<file path="config.mk">
export PLATFORM = sky130hd
export DESIGN_NAME = sdram_ch1_wrq
export DESIGN_NICKNAME = d
export VERILOG_FILES = /design/src/rtl/sdram_ch1_wrq.sv
export SDC_FILE = /design/constraint.sdc
export NUM_CORES = 1
export LEC_CHECK = 0
export ABC_AREA = 0
export BUFFER_PORTS_ARGS = -buffer_cell sky130_fd_sc_hd__buf_2
export CORE_ASPECT_RATIO = 0.8
export CORE_MARGIN = 2
export CORE_UTILIZATION = 30
export CTS_CLUSTER_DIAMETER = 100
export DETAILED_ROUTE_END_ITERATION = 10
export PLACE_DENSITY = 0.46
export SYNTH_ARGS = -nofsm -noshare
export SYNTH_HDL_FRONTEND = slang
export SYNTH_SLANG_ARGS = --single-unit
</file>
<file path="constraint.sdc">
create_clock -name clk -period 5.6 [get_ports clk]
set_input_delay 0.28 -clock clk [delete_from_list [all_inputs] [get_ports clk]]
set_output_delay 0.28 -clock clk [all_outputs]
set_load 0.01 [all_outputs]
</file>
<file path="src/rtl/sdram_ch1_wrq.sv">
// Posted-write queue and request sequencer in front of SDRAM channel 1.
// Writes are buffered in a small FIFO; a read waits until every earlier write has been issued.
module sdram_ch1_wrq #(
  parameter  int DEPTH = 4,
  localparam int LW    = $clog2(DEPTH + 1)
) (
  input  logic          clk,
  input  logic          init_n,
  input  logic          cpu_valid,
  input  logic          cpu_rnw,
  input  logic [25:0]   cpu_addr,
  input  logic [63:0]   cpu_din,
  input  logic [7:0]    cpu_be,
  output logic          cpu_ack,
  output logic [63:0]   cpu_dout,
  output logic          cpu_rvalid,
  output logic [LW-1:0] wq_level,
  output logic [25:0]   ch1_addr,
  output logic [63:0]   ch1_din,
  output logic [7:0]    ch1_be,
  output logic          ch1_rnw,
  output logic          ch1_req,
  input  logic          ch1_ready,
  input  logic [63:0]   ch1_dout
);

  localparam int PW = (DEPTH > 1) ? $clog2(DEPTH) : 1;

  typedef enum logic [1:0] {IDLE, WAIT_W, WAIT_R, RDONE} state_t;

  state_t        state_q, state_d;
  logic [25:0]   fifo_addr [DEPTH];
  logic [63:0]   fifo_din  [DEPTH];
  logic [7:0]    fifo_be   [DEPTH];
  logic [PW-1:0] wr_ptr_q, wr_ptr_d, rd_ptr_q, rd_ptr_d;
  logic [LW-1:0] wq_level_q, wq_level_d;
  logic          rd_busy_q, rd_busy_d;
  logic [25:0]   rd_addr_q, rd_addr_d;
  logic [25:0]   ch1_addr_q, ch1_addr_d;
  logic [63:0]   ch1_din_q, ch1_din_d;
  logic [7:0]    ch1_be_q, ch1_be_d;
  logic          ch1_rnw_q, ch1_rnw_d;
  logic          ch1_req_q, ch1_req_d;
  logic [63:0]   cpu_dout_q, cpu_dout_d;
  logic          cpu_rvalid_q, cpu_rvalid_d;
  logic          wq_full, wr_push, wr_pop, rd_accept;

  // Full uses the registered level only, so a same-cycle pop never frees a slot early.
  assign wq_full   = (wq_level_q == LW'(DEPTH));
  assign wr_push   = init_n & cpu_valid & ~cpu_rnw & ~wq_full & ~rd_busy_q;
  assign rd_accept = init_n & cpu_valid & cpu_rnw & ~rd_busy_q;
  assign wr_pop    = (state_q == WAIT_W) & ch1_ready;
  assign cpu_ack   = wr_push | rd_accept;

  always_ff @(posedge clk) begin
    if (wr_push) begin
      fifo_addr[wr_ptr_q] <= cpu_addr;
      fifo_din[wr_ptr_q]  <= cpu_din;
      fifo_be[wr_ptr_q]   <= cpu_be;
    end
  end

  always_comb begin
    wr_ptr_d   = wr_push ? wr_ptr_q + PW'(1) : wr_ptr_q;
    rd_ptr_d   = wr_pop  ? rd_ptr_q + PW'(1) : rd_ptr_q;
    wq_level_d = wq_level_q + LW'(wr_push) - LW'(wr_pop);
  end

  always_comb begin
    state_d      = state_q;
    rd_busy_d    = rd_busy_q;
    rd_addr_d    = rd_addr_q;
    ch1_addr_d   = ch1_addr_q;
    ch1_din_d    = ch1_din_q;
    ch1_be_d     = ch1_be_q;
    ch1_rnw_d    = ch1_rnw_q;
    ch1_req_d    = 1'b0;
    cpu_dout_d   = cpu_dout_q;
    cpu_rvalid_d = 1'b0;
    if (rd_accept) begin
      rd_busy_d = 1'b1;
      rd_addr_d = cpu_addr;
    end
    case (state_q)
      IDLE: begin
        if (wq_level_q != '0) begin
          ch1_addr_d = fifo_addr[rd_ptr_q];
          ch1_din_d  = fifo_din[rd_ptr_q];
          ch1_be_d   = fifo_be[rd_ptr_q];
          ch1_rnw_d  = 1'b0;
          ch1_req_d  = 1'b1;
          state_d    = WAIT_W;
        end else if (wr_push) begin
          // Empty queue: issue the incoming write straight away; it also lands as the FIFO head.
          ch1_addr_d = cpu_addr;
          ch1_din_d  = cpu_din;
          ch1_be_d   = cpu_be;
          ch1_rnw_d  = 1'b0;
          ch1_req_d  = 1'b1;
          state_d    = WAIT_W;
        end else if (rd_busy_q) begin
          ch1_addr_d = rd_addr_q;
          ch1_din_d  = '0;
          ch1_be_d   = 8'hFF;
          ch1_rnw_d  = 1'b1;
          ch1_req_d  = 1'b1;
          state_d    = WAIT_R;
        end
      end
      WAIT_W: begin
        if (ch1_ready) state_d = IDLE;
      end
      WAIT_R: begin
        if (ch1_ready) begin
          cpu_dout_d   = ch1_dout;
          cpu_rvalid_d = 1'b1;
          state_d      = RDONE;
        end
      end
      RDONE: begin
        rd_busy_d = 1'b0;
        state_d   = IDLE;
      end
      default: state_d = IDLE;
    endcase
  end

  always_ff @(posedge clk or negedge init_n) begin
    if (!init_n) begin
      state_q      <= IDLE;
      wr_ptr_q     <= '0;
      rd_ptr_q     <= '0;
      wq_level_q   <= '0;
      rd_busy_q    <= 1'b0;
      rd_addr_q    <= '0;
      ch1_addr_q   <= '0;
      ch1_din_q    <= '0;
      ch1_be_q     <= '0;
      ch1_rnw_q    <= 1'b0;
      ch1_req_q    <= 1'b0;
      cpu_dout_q   <= '0;
      cpu_rvalid_q <= 1'b0;
    end else begin
      state_q      <= state_d;
      wr_ptr_q     <= wr_ptr_d;
      rd_ptr_q     <= rd_ptr_d;
      wq_level_q   <= wq_level_d;
      rd_busy_q    <= rd_busy_d;
      rd_addr_q    <= rd_addr_d;
      ch1_addr_q   <= ch1_addr_d;
      ch1_din_q    <= ch1_din_d;
      ch1_be_q     <= ch1_be_d;
      ch1_rnw_q    <= ch1_rnw_d;
      ch1_req_q    <= ch1_req_d;
      cpu_dout_q   <= cpu_dout_d;
      cpu_rvalid_q <= cpu_rvalid_d;
    end
  end

  assign wq_level   = wq_level_q;
  assign ch1_addr   = ch1_addr_q;
  assign ch1_din    = ch1_din_q;
  assign ch1_be     = ch1_be_q;
  assign ch1_rnw    = ch1_rnw_q;
  assign ch1_req    = ch1_req_q;
  assign cpu_dout   = cpu_dout_q;
  assign cpu_rvalid = cpu_rvalid_q;

endmodule

</file>
==> flow_summary.yaml, run 1 <==
outcome:
  status: "finished clean"
setup_path:
  timing.rr.start: "rd_busy_q"
  max_stage_delay_ns: 0.59
  critPathLaunchType: "primary input"
  cp.arrival_ns: 3.54
  cp_slowest_cell: "buf_4"
  reg2reg_to: "fifo_addr[2][19]"
  crit_path_end_kind: "flop"
  crit_fanout: 37
  path_depth: 8
  cp_num_buf_inv: 5
  r2r_cells: 6
  critPathMostFrequentCell: "buf_4"
  critPathRequiredTime_ns: 5.82
  critical_path.top_delay_family: "buffers and inverters"
  path_cells: "dlygate4sd3_1 -> buf_8 -> nor4bb_4 -> buf_4 -> a21boi_1 -> buf_4 -> and2_4 -> buf_4"
  crit_type: "primary input to flop"
  reg2reg_slack_ns: 2.31
worst_hold_path:
  hp-class: "primary input to flop"
  whs_path_depth: 3
  hold_start: "cpu_rnw"
  holdPathEnd: "rd_busy_q"
clock_network:
  clock-sinks: 593
  cts_root_buf: "clkbuf_16"
  cts.htree.levels: 3
  clk_latency_ns: 0.60
  clockBufferDepth: 3
  path_clk_slew_ns: 0.06
  cts_setup_buffers: 0
  cts_hold_buf: 164
  numCtsBuffers: 66
  cts_resized: 0
  cts_tree: "yes"
layout:
  area_growth_pct: 29.2
  nets: 2065
  drive_above_1_share_pct: 31.6
  fillers: 7151
  regArea_sq_mm: 0.0168
  multi_input_area_sq_mm: 0.00558
die:
  start_util_pct: 30.3
  fp.dieH_um: 250
  num_rows: 90
  core-area_sq_mm: 0.0752
  ioPinCount: 336
  dieWidth_um: 312
  fp.dieArea_sq_mm: 0.0781
logic_synthesis:
  synth_edf_count: 392
  syn-mean-instance-area_sq_um: 16.5
  ys_ff_latch: 593
  synth_ff_type: "edfxtp_1"
  async_flop_share_pct: 33.9
  syn-cell-area_sq_mm: 0.0228
  seq_area_frac_synth_pct: 73.8
  ys_warn_count: 0
  synthCells: 1380
  yosysUniqueCellTypes: 37
  synth_nets: 1553
pwr:
  p_clk_share_pct: 29.9
  p_sw_mw: 4.58
  p_int_mw: 9.95
  p_sw_share_pct: 31.5
  power_density_mw_per_mm2: 494
  pwr-share-comb_pct: 28.5
  pwr-share-seq_pct: 41.5
  ir_drop_v: 0.000247
  p_leak_nw: 11.6
placed_design:
  gp_congestion: 0.740
  port_buffers: 335
  place_hpwl_mm: 34.7
detailed_routing:
  drc: 0
  ant_nets: 0
  vias: 13500
  vias_per_cell: 4.57
  drtPass1Iterations: 5
  drt_iter0_drc: 872
  wl_mm: 58.6
  wl_per_cell_um: 19.8
grt:
  grt_max_degree: 83
  first_global_vias: 14300
  grt_pass1_wl_mm: 89.3
  antenna_found_initial: 2
  gr-total-overflow: 0
  grt_usage_pct: 15.0
timing:
  tns_ns: 0
  hold_viol_final: 0
  slew_headroom_pct: 33.8
  slew_violations: 0
  finalSetupViolCount: 0
  rsz0062_at_grt: "no"
  fmax_mhz: 302
  skew_ns: 0.0192
  fin_crit_sh_pct: 59.2
  worst_pin_slew_ns: 0.994
  period_minus_slack_ns: 3.31
  holdWs_ns: 0.0588
run:
  cap_violations: 0
## cells in the mapped netlist, types with 2 or more instances
library cell / count / share of area (%)
a21oi_1: 44 / 0.97
a22oi_1: 44 / 1.5
and2_1: 4 / 0.11
buf_1: 8 / 0.13
buf_2: 26 / 0.57
buf_4: 4 / 0.13
buf_6: 7 / 0.35
clkbuf_1: 34 / 0.56
dfrtp_1: 201 / 22
edfxtp_1: 392 / 52
ha_1: 5 / 0.27
inv_1: 5 / 0.082
mux2_1: 3 / 0.15
mux2_2: 49 / 2.4
mux2i_1: 26 / 1.1
mux4_2: 98 / 9.7
nand2_1: 294 / 4.8
nand2b_1: 3 / 0.082
nand3b_1: 2 / 0.066
nor2_1: 26 / 0.43
o21ai_0: 40 / 0.88
o21ai_1: 39 / 0.86
o221ai_1: 2 / 0.077
o22ai_1: 7 / 0.19
xnor2_1: 3 / 0.12
xor2_1: 3 / 0.12
## power by group through the flow
stage	registers (mW)	clock network, mW	logic [mW]
after floorplan	6.15	0	2.54
after global placement	6.13	0	4.12
after detailed placement	6.14	0	4.16
after CTS	6.06	4.50	4.28
after global routing	6.16	4.67	4.60
final	6.04	4.35	4.15
## metal layers
metal	global-route usage [%]	share of wire, %	wire length [um]
met3	2.60	3.3	1950
met5	0	0.020	12
met4	4.26	2.0	1170
met1	20.2	45	26400
met2	24.9	50	29100
## state kept, by name, summed over array words and instances, names as in the netlist
register	flops
state_q	2
ch1_din	64
ch1_be	8
fifo_addr	104
wq_level	3
rd_busy_q	1
rd_addr_q	26
rd_ptr_q	2
fifo_be	32
ch1_rnw	1
cpu_rvalid	1
ch1_req	1
wr_ptr_q	2
ch1_addr	26
cpu_dout	64
fifo_din	256
## worst register-to-register path: cells and delay by family, from the launching register on
| family | cells | cell delay [ns] |
|---|---|---|
| AOI/OAI and AO/OA | 1 | 0.24 |
| buffers and inverters | 3 | 1.31 |
| DFF | 1 | 0.50 |
| and+or+nand+nor | 2 | 0.85 |
## final cells by class
cell class / instances / share of cell area (%)
repair buffers: 523 / 12.0
diodes: 1 / 0.00851
multi-input cells: 702 / 19.0
inverters: 6 / 0.0766
well taps: 1012 / 4.31
flip-flops and latches: 593 / 57.2
clock inverters: 30 / 0.991
clock buffers: 92 / 6.48
## kinds of logic (layout without fill, tap and decap cells)
kind of cell / after synthesis / after routing / share of synthesized area [%]
xor+xnor: 6 / 6 / 0.231
simple gates: 335 / 335 / 5.80
fa+ha+maj: 6 / 6 / 0.363
buf+inv: 85 / 651 / 1.84
compound gates: 179 / 179 / 4.58
mux: 176 / 176 / 13.4
other cells: 0 / 1 / 0
flops: 593 / 593 / 73.8
## metrics by stage
step	util [%]	std cells	worst slack [ns]	instance area, sq um	total power [mW]
floorplan	-	1380	1.45	22800	8.69
global placement	34.0	2672	2.14	25600	10.2
detailed placement	34.0	2672	2.18	25600	10.3
CTS	39.1	2958	2.20	29400	14.8
global route	39.1	2959	2.05	29400	15.4
finish	39.1	2959	2.29	29400	14.5
## cells in the final DEF, fill, tap and decap left out, drive strengths merged, types with 2 or more instances in the layout
cell type    netlist  routed
a21oi             44      44
a22oi             44      44
and2               4       4
buf               45     359
bufinv             0       4
clkbuf            34      92
clkinv             0      20
clkinvlp           0       3
dfrtp            201     201
dlygate4sd3        0     164
edfxtp           392     392
ha                 5       5
inv                6       9
mux2              52      52
mux2i             26      26
mux4              98      98
nand2            294     294
nand2b             3       3
nand3b             2       2
nor2              26      26
nor3               2       2
o21ai             79      79
o221ai             2       2
o22ai              7       7
xnor2              3       3
xor2               3       3
## worst max path at each step
| stage | start | to | slack (ns) |
|---|---|---|---|
| floorplan | rd_busy_q | fifo_addr[0][0] | 1.45 |
| global placement | init_n | fifo_din[0][37] | 2.14 |
| detailed placement | init_n | fifo_addr[2][8] | 2.18 |
| CTS | init_n | fifo_din[0][29] | 2.20 |
| global route | init_n | fifo_din[0][25] | 2.05 |
| finish | init_n | fifo_addr[2][19] | 2.29 |
No activity file was read; power rests on OpenSTA's default activity.
==> run 2, diff against run 1 <==
Settings changed: ABC_AREA 0 to 1, PLACE_DENSITY 0.46 to 0.48.
Clock period 5.6 ns to 2.7 ns, I/O delays scaled along.
==> flow_summary.yaml, run 2 <==
outcome:
  status: "finished clean"
die:
  dieWidth_um: 323
  core-area_sq_mm: 0.0806
  ioPinCount: 336
  fp.dieArea_sq_mm: 0.0839
  start_util_pct: 30.3
  num_rows: 93
  fp.dieH_um: 259
grt:
  grt_max_degree: 133
  first_global_vias: 18000
  busiest_layer: "met2"
  grt_usage_pct: 16.9
  groute.layer.met3.usage_pct: 3.63
  antenna_found_initial: 4
  grt_use_met1_pct: 23.4
  grt_pass1_wl_mm: 109
  gr-total-overflow: 0
  use_met2_pct: 27.0
detailed_routing:
  drc: 0
  drtPass1Iterations: 6
  vias_per_cell: 4.56
  vias: 18400
  drt_iter0_drc: 1161
  ant_nets: 0
  wl_mm: 71.1
  wl_per_cell_um: 17.6
logic_synthesis:
  synth_nets: 2599
  syn-mean-instance-area_sq_um: 10.1
  synthCells: 2426
  yosys-top-cells-count: "nand2_1 (823), edfxtp_1 (392), nor2_1 (376)"
  ys_ff_latch: 593
  synth_top_area_share_pct: 48.1
  ys_warn_count: 0
  yosysUniqueCellTypes: 27
  synth_ff_type: "edfxtp_1"
  yosysMostFrequentCell: "nand2_1"
  synth_edf_count: 392
  yosys.area.top_type: "edfxtp_1"
  seq_area_frac_synth_pct: 68.7
  syn-cell-area_sq_mm: 0.0245
  async_flop_share_pct: 33.9
  synthTopCellsByArea: "edfxtp_1 (48%), dfrtp_1 (21%), nand2_1 (13%)"
placed_design:
  port_buffers: 335
  dp_cells: 3752
  post_dp_cell_area_sq_mm: 0.0275
  place_hpwl_mm: 38.8
  gp_congestion: 0.724
clock_network:
  clockBufferDepth: 3
  clk_latency_ns: 0.60
  numCtsBuffers: 66
  cts_resized: 0
  cts_hold_buf: 165
  cts_root_buf: "clkbuf_16"
  cts_setup_buffers: 0
  cts.htree.levels: 3
  path_clk_slew_ns: 0.06
  clock-sinks: 593
  cts_tree: "yes"
layout:
  num_antenna_cells: 0
  drive_above_1_share_pct: 16.7
  mostFrequentLayoutCells: "nand2_1 (822), edfxtp_1 (392), nor2_1 (372)"
  area_growth_pct: 28.2
  design_area_sq_mm: 0.0314
  top_register: "fifo_din"
  nets: 3066
  post-route-util_pct: 38.9
  largest_reg_flops: 256
  final_common_cell: "nand2_1"
  stdcell_count: 4039
  largestRegisters: "fifo_din: 256 flops, fifo_addr: 104 flops"
setup_path:
  critPathLaunchType: "primary input"
  timing.rr.start: "wq_level[1]"
  crit_fanout: 132
  crit_path_start: "init_n"
  critPathRequiredTime_ns: 2.57
  crit_type: "primary input to output pin"
  crit_path_end_kind: "output pin"
  cp.arrival_ns: 2.22
pwr:
  ir_drop_v: 0.000820
  p_leak_nw: 13.8
  power_density_mw_per_mm2: 1070
timing:
  hold_viol_final: 0
  slew_headroom_pct: 22.8
  worst_pin_slew_ns: 1.16
  slew_violations: 0
  skew_ns: 0.0255
  fin_crit_sh_pct: 87.2
  finalSetupViolCount: 0
  fmax_mhz: 425
  period_minus_slack_ns: 2.36
  rsz0062_at_grt: "no"
run:
  cap_violations: 0
worst_hold_path:
  hold_start: "cpu_rnw"
  hp-class: "primary input to flop"
[run 2: changes by cell type after synthesis, moves of 38 or more]
cell	before	now
nand2_1	294	823
a22oi_1	44	1
mux2_2	49	0
mux4_2	98	0
nor2_1	26	376
inv_1	5	90
o21ai_0	40	177
nand3_1	0	148
o21ai_1	39	1
[run 2: critical path, stage by stage]
cell,delay (ns)
dlygate4sd3_1,0.56
buf_8,0.12
buf_12,0.62
nand4_1,0.20
buf_4,0.31
nand2_1,0.11
buf_2,0.13
[run 2: final timing paths]
path,cells past startpoint,slack [ns],end
max in group asynchronous,4,0.87,cpu_dout[14]
min in group asynchronous,3,0.30,wq_level[2]
hold / removal,6,0.08,state_q[1]
setup / recovery,7,0.34,cpu_ack
hold reg to reg,2,0.47,ch1_din[1]
setup reg to reg,9,0.44,ch1_din[8]
[run 2: routing by layer]
metal | vias up | part of all wire (%)
li1 | 8883 | -
met1 | 8934 | 47
met2 | 476 | 46
met3 | 100 | 5.7
met4 | 8 | 1.8
met5 | - | 0.080
[run 2: kinds of logic (layout without fill, tap and decap cells)]
group	count (synthesis)	after routing	share of synthesized area, %
buffers and inverters	239	760	4.15
adder cells (fa/ha/maj)	6	6	0.338
XOR/XNOR	5	5	0.179
flip-flops	593	593	68.7
AO/OA/AOI/OAI	194	194	4.04
AND/OR/NAND/NOR	1389	1389	22.6
[run 2: power breakdown]
| group | switching [mW] | leakage (nW) | internal, mW |
|---|---|---|---|
| clock | 3.72 | 1.08 | 5.50 |
| combinational | 7.90 | 6.64 | 4.07 |
| sequential | 1.03 | 6.05 | 11.4 |
| total | 12.6 | 13.8 | 21.0 |
[run 2: cell type report]
class	count	area (sq um)
clock buffer	84	1790
clock inverter	38	425
fill	7893	49300
inverter	97	378
multi-input combinational	1594	6680
sequential	593	16800
tap	1092	1370
timing repair buffer	541	3900
[run 2: stage by stage]
| step | worst slack [ns] | total power, mW | TNS (ns) | hold WS [ns] |
|---|---|---|---|---|
| 4_1_cts | 0.257 | 34.2 | 0 | 0.0351 |
| 5_1_grt | 0.117 | 36.2 | 0 | 0.108 |
| 6_report | 0.345 | 33.6 | 0 | 0.0824 |
| 3_3_place_gp | 0.485 | 24.4 | 0 | 0.328 |
| 2_1_floorplan | -0.0648 | 20.0 | -19.61 | -0.161 |
| 3_5_place_dp | 0.458 | 24.6 | 0 | 0.331 |
